--- config.mk ---
export PLATFORM = sky130hd
export DESIGN_NAME = xvga_timing_gen
export DESIGN_NICKNAME = d
export VERILOG_FILES = /design/src/rtl/vga_timing_pkg.sv /design/src/rtl/sync_delay_line.sv /design/src/rtl/xvga_timing_gen.sv
export SDC_FILE = /design/constraint.sdc
export NUM_CORES = 1
export LEC_CHECK = 0
export ABC_AREA = 1
export CAP_MARGIN = 20
export CORE_MARGIN = 8
export CORE_UTILIZATION = 45
export CTS_CLUSTER_DIAMETER = 50
export DETAILED_ROUTE_END_ITERATION = 6
export PLACE_DENSITY_LB_ADDON = 0.12
export SLEW_MARGIN = 20
export SYNTH_ARGS = -nofsm -noshare
export SYNTH_HDL_FRONTEND = slang
export SYNTH_SLANG_ARGS = --single-unit
--- constraint.sdc ---
create_clock -name clk -period 3.15 [get_ports clk]
set_input_delay 0.315 -clock clk [delete_from_list [all_inputs] [get_ports clk]]
set_output_delay 0.315 -clock clk [all_outputs]
set_load 0.03 [all_outputs]
--- src/rtl/vga_timing_pkg.sv ---
// Shared 1024x768@60 raster timing constants for the visualiser video path.
package vga_timing_pkg;

    localparam int H_ACTIVE     = 1024;
    localparam int H_FP         = 24;
    localparam int H_SYNC       = 136;
    localparam int H_BP         = 160;
    localparam int H_TOTAL      = H_ACTIVE + H_FP + H_SYNC + H_BP;
    localparam int H_SYNC_START = H_ACTIVE + H_FP;
    localparam int H_SYNC_END   = H_SYNC_START + H_SYNC;

    localparam int V_ACTIVE     = 768;
    localparam int V_FP         = 3;
    localparam int V_SYNC       = 6;
    localparam int V_BP         = 29;
    localparam int V_TOTAL      = V_ACTIVE + V_FP + V_SYNC + V_BP;
    localparam int V_SYNC_START = V_ACTIVE + V_FP;
    localparam int V_SYNC_END   = V_SYNC_START + V_SYNC;

    localparam int HCOUNT_W = 11;
    localparam int VCOUNT_W = 10;

    // Idle levels of {hsync, vsync, blank} held in the delay line after reset.
    localparam logic [2:0] SYNC_RESET_VAL = 3'b111;

endpackage

--- src/rtl/sync_delay_line.sv ---
// Fixed-latency shift register that lines the syncs up with the pixel pipeline.
module sync_delay_line #(
    parameter int               WIDTH     = 3,
    parameter int               DEPTH     = 3,
    parameter logic [WIDTH-1:0] RESET_VAL = '1
) (
    input  logic             clk,
    input  logic             reset_n,
    input  logic [WIDTH-1:0] din,
    output logic [WIDTH-1:0] dout
);

    generate
        if (DEPTH == 0) begin : g_bypass
            logic unused_ok;
            assign unused_ok = clk ^ reset_n;
            assign dout      = din;
        end else begin : g_shift
            logic [WIDTH-1:0] stages [DEPTH];

            // Shift the input one stage per clock; every stage resets to the idle value.
            always_ff @(posedge clk or negedge reset_n) begin
                if (!reset_n) begin
                    for (int i = 0; i < DEPTH; i++) begin
                        stages[i] <= RESET_VAL;
                    end
                end else begin
                    stages[0] <= din;
                    for (int i = 1; i < DEPTH; i++) begin
                        stages[i] <= stages[i-1];
                    end
                end
            end

            assign dout = stages[DEPTH-1];
        end
    endgenerate

endmodule

--- src/rtl/xvga_timing_gen.sv ---
// Raster timing source: pixel/line counters, registered sync/blank decode,
// pipeline-aligned sync copies, and a synchronous frame strobe and counter.
module xvga_timing_gen #(
    parameter int H_ACTIVE   = vga_timing_pkg::H_ACTIVE,
    parameter int H_FP       = vga_timing_pkg::H_FP,
    parameter int H_SYNC     = vga_timing_pkg::H_SYNC,
    parameter int H_BP       = vga_timing_pkg::H_BP,
    parameter int V_ACTIVE   = vga_timing_pkg::V_ACTIVE,
    parameter int V_FP       = vga_timing_pkg::V_FP,
    parameter int V_SYNC     = vga_timing_pkg::V_SYNC,
    parameter int V_BP       = vga_timing_pkg::V_BP,
    parameter int PIPE_DELAY = 3
) (
    input  logic                                clk,
    input  logic                                reset_n,
    output logic [vga_timing_pkg::HCOUNT_W-1:0] hcount,
    output logic [vga_timing_pkg::VCOUNT_W-1:0] vcount,
    output logic                                hsync,
    output logic                                vsync,
    output logic                                blank,
    output logic                                hsync_d,
    output logic                                vsync_d,
    output logic                                blank_d,
    output logic                                frame_start,
    output logic [15:0]                         frame_count
);

    import vga_timing_pkg::*;

    localparam int LINE_LEN    = H_ACTIVE + H_FP + H_SYNC + H_BP;
    localparam int FRAME_LINES = V_ACTIVE + V_FP + V_SYNC + V_BP;

    localparam logic [HCOUNT_W-1:0] H_LAST   = HCOUNT_W'(LINE_LEN - 1);
    localparam logic [HCOUNT_W-1:0] H_ACT    = HCOUNT_W'(H_ACTIVE);
    localparam logic [HCOUNT_W-1:0] HS_START = HCOUNT_W'(H_ACTIVE + H_FP);
    localparam logic [HCOUNT_W-1:0] HS_END   = HCOUNT_W'(H_ACTIVE + H_FP + H_SYNC);
    localparam logic [VCOUNT_W-1:0] V_LAST   = VCOUNT_W'(FRAME_LINES - 1);
    localparam logic [VCOUNT_W-1:0] V_ACT    = VCOUNT_W'(V_ACTIVE);
    localparam logic [VCOUNT_W-1:0] VS_START = VCOUNT_W'(V_ACTIVE + V_FP);
    localparam logic [VCOUNT_W-1:0] VS_END   = VCOUNT_W'(V_ACTIVE + V_FP + V_SYNC);

    logic [HCOUNT_W-1:0] h_next;
    logic [VCOUNT_W-1:0] v_next;
    logic                h_wrap;
    logic                v_wrap;
    logic [2:0]          delayed;

    // Next raster position; decode works from this so syncs land with their counters.
    always_comb begin
        h_wrap = (hcount == H_LAST);
        v_wrap = (vcount == V_LAST);
        h_next = h_wrap ? '0 : hcount + HCOUNT_W'(1);
        v_next = vcount;
        if (h_wrap) begin
            v_next = v_wrap ? '0 : vcount + VCOUNT_W'(1);
        end
    end

    // Counters, sync/blank decode and frame strobe all registered together.
    always_ff @(posedge clk or negedge reset_n) begin
        if (!reset_n) begin
            hcount      <= '0;
            vcount      <= '0;
            hsync       <= 1'b1;
            vsync       <= 1'b1;
            blank       <= 1'b0;
            frame_start <= 1'b0;
            frame_count <= '0;
        end else begin
            hcount      <= h_next;
            vcount      <= v_next;
            blank       <= (h_next >= H_ACT) || (v_next >= V_ACT);
            hsync       <= !((h_next >= HS_START) && (h_next < HS_END));
            vsync       <= !((v_next >= VS_START) && (v_next < VS_END));
            frame_start <= h_wrap && v_wrap;
            if (h_wrap && v_wrap) begin
                frame_count <= frame_count + 16'd1;
            end
        end
    end

    sync_delay_line #(
        .WIDTH     (3),
        .DEPTH     (PIPE_DELAY),
        .RESET_VAL (SYNC_RESET_VAL)
    ) u_sync_delay (
        .clk     (clk),
        .reset_n (reset_n),
        .din     ({hsync, vsync, blank}),
        .dout    (delayed)
    );

    assign {hsync_d, vsync_d, blank_d} = delayed;

endmodule
-- After elaboration in Yosys (flattened, before gate mapping)
Index checks and enable logic that the tools add are counted.
- add/subtract/negate cells: 3
- multipliers: 0
- divide/modulo/power cells: 0
- order comparisons: 6
- equal/unequal tests: 2
- shift-type cells: 0
- mux-type cells: 3
- bitwise operators: 0
- reductions and logical operators: 6
- operator list (operator ; count):
    >= comparator 11 bit, second input constant ; 2
    >= comparator 10 bit, second input constant ; 2
    two-way mux 10 bit ; 2
    adder 16 x 1 -> 16 bit, second input constant ; 1
    adder 11 x 1 -> 11 bit, second input constant ; 1
    equality test 11 bit, second input constant ; 1
    less-than comparator 11 bit, second input constant ; 1
    two-way mux 11 bit ; 1
    adder 10 x 1 -> 10 bit, second input constant ; 1
    equality test 10 bit, second input constant ; 1
    less-than comparator 10 bit, second input constant ; 1
    logical AND 1 bit ; 3
    logical NOT 1 bit ; 2
    logical OR 1 bit ; 1
- flip-flop bits (word level): 50
- latch bits: 0
- RAM bits: 0
- ROM bits: 0
- input bits: 2
- output and inout bits: 44
- logic and storage cells: 30
- memories kept: 0

-- Depth between registers and ports, before layout
- word-level depth: 6
- mapped depth: 13
- depth with buffers taken out: 13

-- Cells and area by module
From an unflattened synthesis, not the netlist that was laid out.
- cell total of the unflattened synthesis: 313
- area, all modules: 2620.0 um2
- modules (own cells, without submodules) (module ; times used ; cells each ; area an instance (um2) ; sequential area each (um2)):
    xvga_timing_gen ; 1 ; 301 ; 2361.0 ; 1028.5
    sync_delay_line ; 1 ; 12 ; 259.0 ; 236.5

-- Least setup slack after synthesis
Ideal clock, no wire load.
- path type: flip-flop to flip-flop
- from: register hcount[0] (netlist bit)
- to: register frame_count[8]
- library setup time: 0.135 ns
- data arrival time: 1.776 ns
- required time: 3.015 ns
- path slack: 1.239 ns
- cell stages (with the launch flop): 10
- path buffers: 0
- period minus slack after synthesis: 1.911 ns
- path through: dfrtp_1 ha_1 nand3_4 nor2_4 nand2_4 nor2_8 nand2_4 nor2_4 nand2_1 xnor2_1
- word-level cells in the longest chain between the ends: 2
- ends and longest elaborated chain (what ; RTL line ; text):
    start: declaration ; xvga_timing_gen.sv:16 ; output logic [vga_timing_pkg::HCOUNT_W-1:0] hcount,
    start signal: assignment ; xvga_timing_gen.sv:70 ; hcount <= h_next;
    equality test 11 bit ; xvga_timing_gen.sv:50 ; h_wrap = (hcount == H_LAST);
    logical AND 1 bit ; xvga_timing_gen.sv:76 ; if (h_wrap && v_wrap) begin
    end signal: assignment ; xvga_timing_gen.sv:77 ; frame_count <= frame_count + 16'd1;
    end: declaration ; xvga_timing_gen.sv:25 ; output logic [15:0] frame_count
Every way passes these cells.
A chain may end at the register's enable or synchronous reset.

-- Worst setup path in the final report
- from: register vcount[5] (netlist bit)
- to: output port vcount[5] (netlist bit)
- RTL lines (what ; RTL line ; text):
    start: declaration ; xvga_timing_gen.sv:17 ; output logic [vga_timing_pkg::VCOUNT_W-1:0] vcount,
    start signal: assignment ; xvga_timing_gen.sv:71 ; vcount <= v_next;
No word-level cell between the ends.

==> metrics <==
I/O pin total 46; crit end category output port; number of antenna-violating nets in the routed design 0; main combinational cell family by area after synthesis simple AND/OR/NAND/NOR gates; CTS Buffer Depth 2; postcts setup bufs 0; Clk pwr share 0.370; First-pass DRT Iterations 4; Die Ht ~90 µm; synth top area cells dfrtp_1 (37%), nand2_1 (13%), dfstp_2 (11%); Logic pwr share 0.013; Leak between 1.5 and 2 nW; relative slew slack 0.544; fin crit share 0.606; critical path's top delay family buffers and inverters; kind of critical path register to output port; WP data required 2.83 ns; Port Buffers between 40 and 50; Tmin final approximately 1.9 ns; Synth Area in Compound Gates 0.0251; mux contribution to synthesized area 0; Hold WC Path Type input pin to asynchronous set/reset pin; Syn. warnings 0; Via density between 4 and 5; R2R cell count 12; Synth-to-Final Area Change 24.0%; Die X 92.7 µm; flops & latches, synth 50; crit path from vcount[5]; CTS Root Cell clkbuf_8; top_reg_cell synth dfrtp_1; routability cong. 0.848; crit path cell chain clkdlybuf4s50_1; most frequent cells after synthesis nand2_1 (92), dfrtp_1 (39), inv_1 (39); Mapped Cells between 300 and 400; clock sinks 50; crit path DAT 1.59 ns; first-pass GRT wire length 10100 µm; DP HPWL between 4000 and 5000 µm; ratio of cells with drive above 1 in the final layout 0.122; total grt overflow 0; post-CTS sizing 0; hold violation count in the final report 0; status completed; Adder-Cell Fraction of Synth Area 0.0189; clock-pin slew on the worst setup and hold paths 0.10 ns; largest area contributor in the netlist dfrtp_1; share of the synthesized area in the top cell type 0.369; post-synthesis cell area 2650 µm²; Synth Area in Simple Gates 0.356; largest net degree at the start of global routing 33; Worst path slowest cell clkdlybuf4s50_1; post-synthesis xor/xnor area fraction 0.0629; CTS buffer count 5; DRC 0; total track usage 0.145; sequential fraction of the synthesis area 0.478; worst slew pin tran around 0.68 ns; PD cells 317 nW/µm²; Total Die Area 8590 µm²; Worst-Skew Late Latency 0.31 ns; core area 5820 µm²; Routed Wire Length just under 6000 µm; Mapped Nets 323; Netlist cell types 30; wire length per cell 13.0 µm; WHS 0.0399 ns; r2r setup slk ~1.3 ns; Max Freq 524 MHz; Seq pwr share 0.617; Final Skew roughly 0.012 ns; total of max-cap violations 0; initial antenna violation count 0; most common cell in the netlist nand2_1; fin. max-slew vios 0; Hold Buf Count CTS 0; via count 2181; Starting DRT DRC Count 127; diode count 0; setup tns final 0 ns; Total Nets Final 375; CTS tree yes; Initial Utilization 0.455; Finish-stage setup viols 0; worst-path fanout max 10; syn_area_per_cell 8.34 µm²; source of the worst register-to-register timing path hcount[0]; RSZ-0062 raised after global routing false; worst path buffer plus inverter count 1; pre-CTS setup slack roughly 1.3 ns; Worst Setup Start Kind register; Cell Rows 28; # fillers roughly 570; Power, Total 0.00104 W; Internal 0.000804 W; asr flop ratio synth 1.00; Crit path largest cell delay 0.74 ns; Sw Share 0.227; worst r2r dst vsync; H-tree depth 2; EDFF count, synth 0; vias in the first global route 2119; Switch Pwr 0.000237 W; peak supply drop 0.188 mV; setup ws final ~1.2 ns
[per-layer routing]
layer	global-route usage	share of wire	vias to the layer above
met1	0.185	0.47	1027
met4	0.0403	0.011	0
met5	0	0	-
met2	0.232	0.45	44
li1	-	-	1104
met3	0.0461	0.068	6
[through the flow]
step / cell area [µm²] / util / cells
after floorplan: 2650 / - / 317
after global placement: 3190 / 0.548 / 437
after detailed placement: 3190 / 0.548 / 437
after CTS: 3280 / 0.564 / 445
after global routing: 3280 / 0.564 / 445
final: 3280 / 0.564 / 445
[state kept, by name, summed over array words and instances, names as in the netlist]
name                         flops
frame_start                      1
u_sync_delay.dout                3
frame_count                     16
vcount                          10
hsync                            1
vsync                            1
hcount                          11
blank                            1
u_sync_delay.g_shift.stages      6
[cell type report]
cell class / instances / area [µm²] / share of cell area
clock buffers: 5 / 68.8 / 0.0210
clock inverters: 3 / 25.0 / 0.00763
inverters: 40 / 150 / 0.0458
multi-input cells: 226 / 1220 / 0.373
flip-flops and latches: 50 / 1260 / 0.386
well taps: 75 / 93.8 / 0.0286
repair buffers: 46 / 453 / 0.138
[cell usage in the layout (no fill, tap or decap), drive strengths merged]
master / count
clkinvlp: 1
clkbuf: 5
ha: 4
dfstp: 11
nor2: 40
xnor2: 6
o21ai: 6
a21boi: 2
nor3: 8
clkdlybuf4s50: 44
or2: 1
nand3b: 1
buf: 2
dfrtp: 39
xor2: 13
nand2: 99
inv: 41
nor4: 2
a21oi: 2
nand3: 32
a21o: 1
clkinv: 1
nand4: 9
[worst max path at each step]
stage / to / cells past startpoint
final: vcount[5] / 1
after global routing: vsync / 12
after CTS: vcount[5] / 1
after detailed placement: frame_count[8] / 9
after global placement: frame_count[8] / 9
after floorplan: frame_count[8] / 9
[cell families (layout without fill, tap and decap cells)]
group                      count (synthesis)  after routing
adders and majority gates                  4              4
AOI/OAI and AO/OA                         11             11
and+or+nand+nor                          192            192
DFF                                       50             50
xor gates and xnor gates                  19             19
buffers and inverters                     41             94
[power groups by stage]
stage | Sequential [W] | Clock, W | Combinational, W
global route | 0.000642 | 0.000432 | 0.0000160
CTS | 0.000642 | 0.000396 | 0.0000141
finish | 0.000642 | 0.000385 | 0.0000132
global placement | 0.000654 | 0 | 0.0000143
floorplan | 0.000654 | 0 | 0.000000000700
detailed placement | 0.000654 | 0 | 0.0000142
Note: power is estimated with default switching activity, not from simulation.
==> edit (same flow settings) <==
Put one more register stage on the output `hcount`, without a reset. The value now appears one clock later. The other outputs are not delayed to match.
--- a/src/rtl/xvga_timing_gen.sv
+++ b/src/rtl/xvga_timing_gen.sv
@@ -41,2 +41,4 @@
 
+    logic [vga_timing_pkg::HCOUNT_W-1:0] hcount_s0;
+
     logic [HCOUNT_W-1:0] h_next;
@@ -49,5 +51,5 @@
     always_comb begin
-        h_wrap = (hcount == H_LAST);
+        h_wrap = (hcount_s0 == H_LAST);
         v_wrap = (vcount == V_LAST);
-        h_next = h_wrap ? '0 : hcount + HCOUNT_W'(1);
+        h_next = h_wrap ? '0 : hcount_s0 + HCOUNT_W'(1);
         v_next = vcount;
@@ -61,3 +63,3 @@
         if (!reset_n) begin
-            hcount      <= '0;
+            hcount_s0   <= '0;
             vcount      <= '0;
@@ -69,3 +71,3 @@
         end else begin
-            hcount      <= h_next;
+            hcount_s0   <= h_next;
             vcount      <= v_next;
@@ -94,2 +96,6 @@
 
+    always_ff @(posedge clk) begin
+        hcount <= hcount_s0;
+    end
+
 endmodule
Check against the original RTL: not equivalent (Yosys sat finds a counterexample within 4 cycles, from zero or initial values and one cycle with reset_n low).
==> edit against the original RTL <==
The run now ends with negative hold slack left. Critical path depth did not move. Cell area rose by 9.3%. Count of clock-buffer cells in the layout rose by 5. Sequential cell count rose by 11. Setup slack got worse by 0.050 ns. Core utilization rose by 3.4 points. Largest power group is now clock. Global-route usage rose by 0.70 points. Power rose by 58%. Clock power rose by 120%. Routed wire length rose by 4.3%. Synthesized area rose by 6.1%.
==> edit: results (changes against the original RTL) <==
P_leak 0.001700 uW (+9.7%); Worst Path Arrival 1.64 ns (+0.05 ns); fin cells 459 (+3.1%); largest cells by area after synthesis dfrtp_1 35%, nand2_1 12%, dfstp_2 10%, dfxtp_1 7.9%, nand3_1 5.5%; Starting DRT DRC Count 138 (+8.7%); fin nets 385 (+2.7%); sequential area share after synthesis 52.94% (+5.1 points); CTS H-tree lvls 3 (+1); status finished with violations; Worst-path clk slew 0.07 ns (-0.03 ns); fillcell total 509 (-9.9%); violated checks negative hold slack; Largest regs frame_count: 16 flops, hcount: 11 flops, hcount_s0: 11 flops; Final Hold Viols 39 (+39); most frequent cells after synthesis 93 x nand2_1, 41 x inv_1, 39 x dfrtp_1; clk_lat worst skew 0.35 ns (+0.04 ns); Post-Syn Instances 324 (+2.2%); fraction of layout cells with a size suffix above 1 11.98% (-0.18 points); largest net degree at the start of global routing 48 (+45%); Final GP Congestion 0.9085 (+7.1%); Min Hold Slack -0.03239 ns (-0.07233 ns); cts bufs inserted 9 (+4); r2r worst-path depth 10 (-2); R2R Path End frame_count[12]; syn nets 330 (+2.2%); synth unique cells 32 (+6.7%)
==> edit: per-layer routing <==
metal / global-route usage, % / wire length (um) / share of wire, % / vias to the layer above
met2: 22.02 / 2650 / 44 / 57
met1: 19.44 / 2859 / 47 / 1031
met5: 0 / 0 / 0 / -
met3: 4.524 / 434 / 7.2 / 8
li1: - / - / - / 1143
met4: 9.753 / 97 / 1.6 / 0
==> edit: logic make-up (layout without fill, tap and decap cells) <==
group | count (synthesis) | after routing | share of synthesized area [%]
flops | 61 | 61 | 52.94
compound gates | 10 | 10 | 2.186
buf+inv | 44 | 104 | 5.932
simple gates | 190 | 190 | 32.47
fa+ha+maj | 4 | 4 | 1.784
xor+xnor | 15 | 15 | 4.683
==> edit: metrics by stage <==
| stage | worst slack, ns | instance area, um^2 | power [uW] |
|---|---|---|---|
| 2_1_floorplan | 1.224 | 2805 | 796.5 |
| 3_3_place_gp | 1.268 | 3343 | 810.6 |
| 3_5_place_dp | 1.201 | 3343 | 810.9 |
| 4_1_cts | 1.179 | 3582 | 1657 |
| 5_1_grt | 1.034 | 3585 | 1691 |
| 6_report | 1.190 | 3585 | 1639 |
==> edit: where the power goes <==
part           total (uW)  internal [uW]  switching [uW]  leakage, uW
clock network         844            525             319     0.000116
registers             782            782               0     0.000735
logic                13.4           1.60            11.8     0.000848
==> edit: layout make-up <==
type | count | share of cell area (%)
clock buffers | 10 | 3.560
inverters | 42 | 4.398
clock inverters | 6 | 3.106
multi-input cells | 219 | 32.18
well taps | 75 | 2.618
flip-flops and latches | 61 | 41.43
repair buffers | 46 | 12.71
==> edit: how the worst min path moves through the flow <==
stage / depth (start not counted) / slack, ns / endpoint
after floorplan: 0 / 0.02 / blank
after global placement: 0 / 0.35 / u_sync_delay.dout[1]
after detailed placement: 0 / 0.35 / u_sync_delay.dout[2]
after CTS: 1 / 0.19 / hcount_s0[8]
after global routing: 1 / 0.02 / hcount_s0[6]
final: 1 / -0.03 / hcount_s0[2]
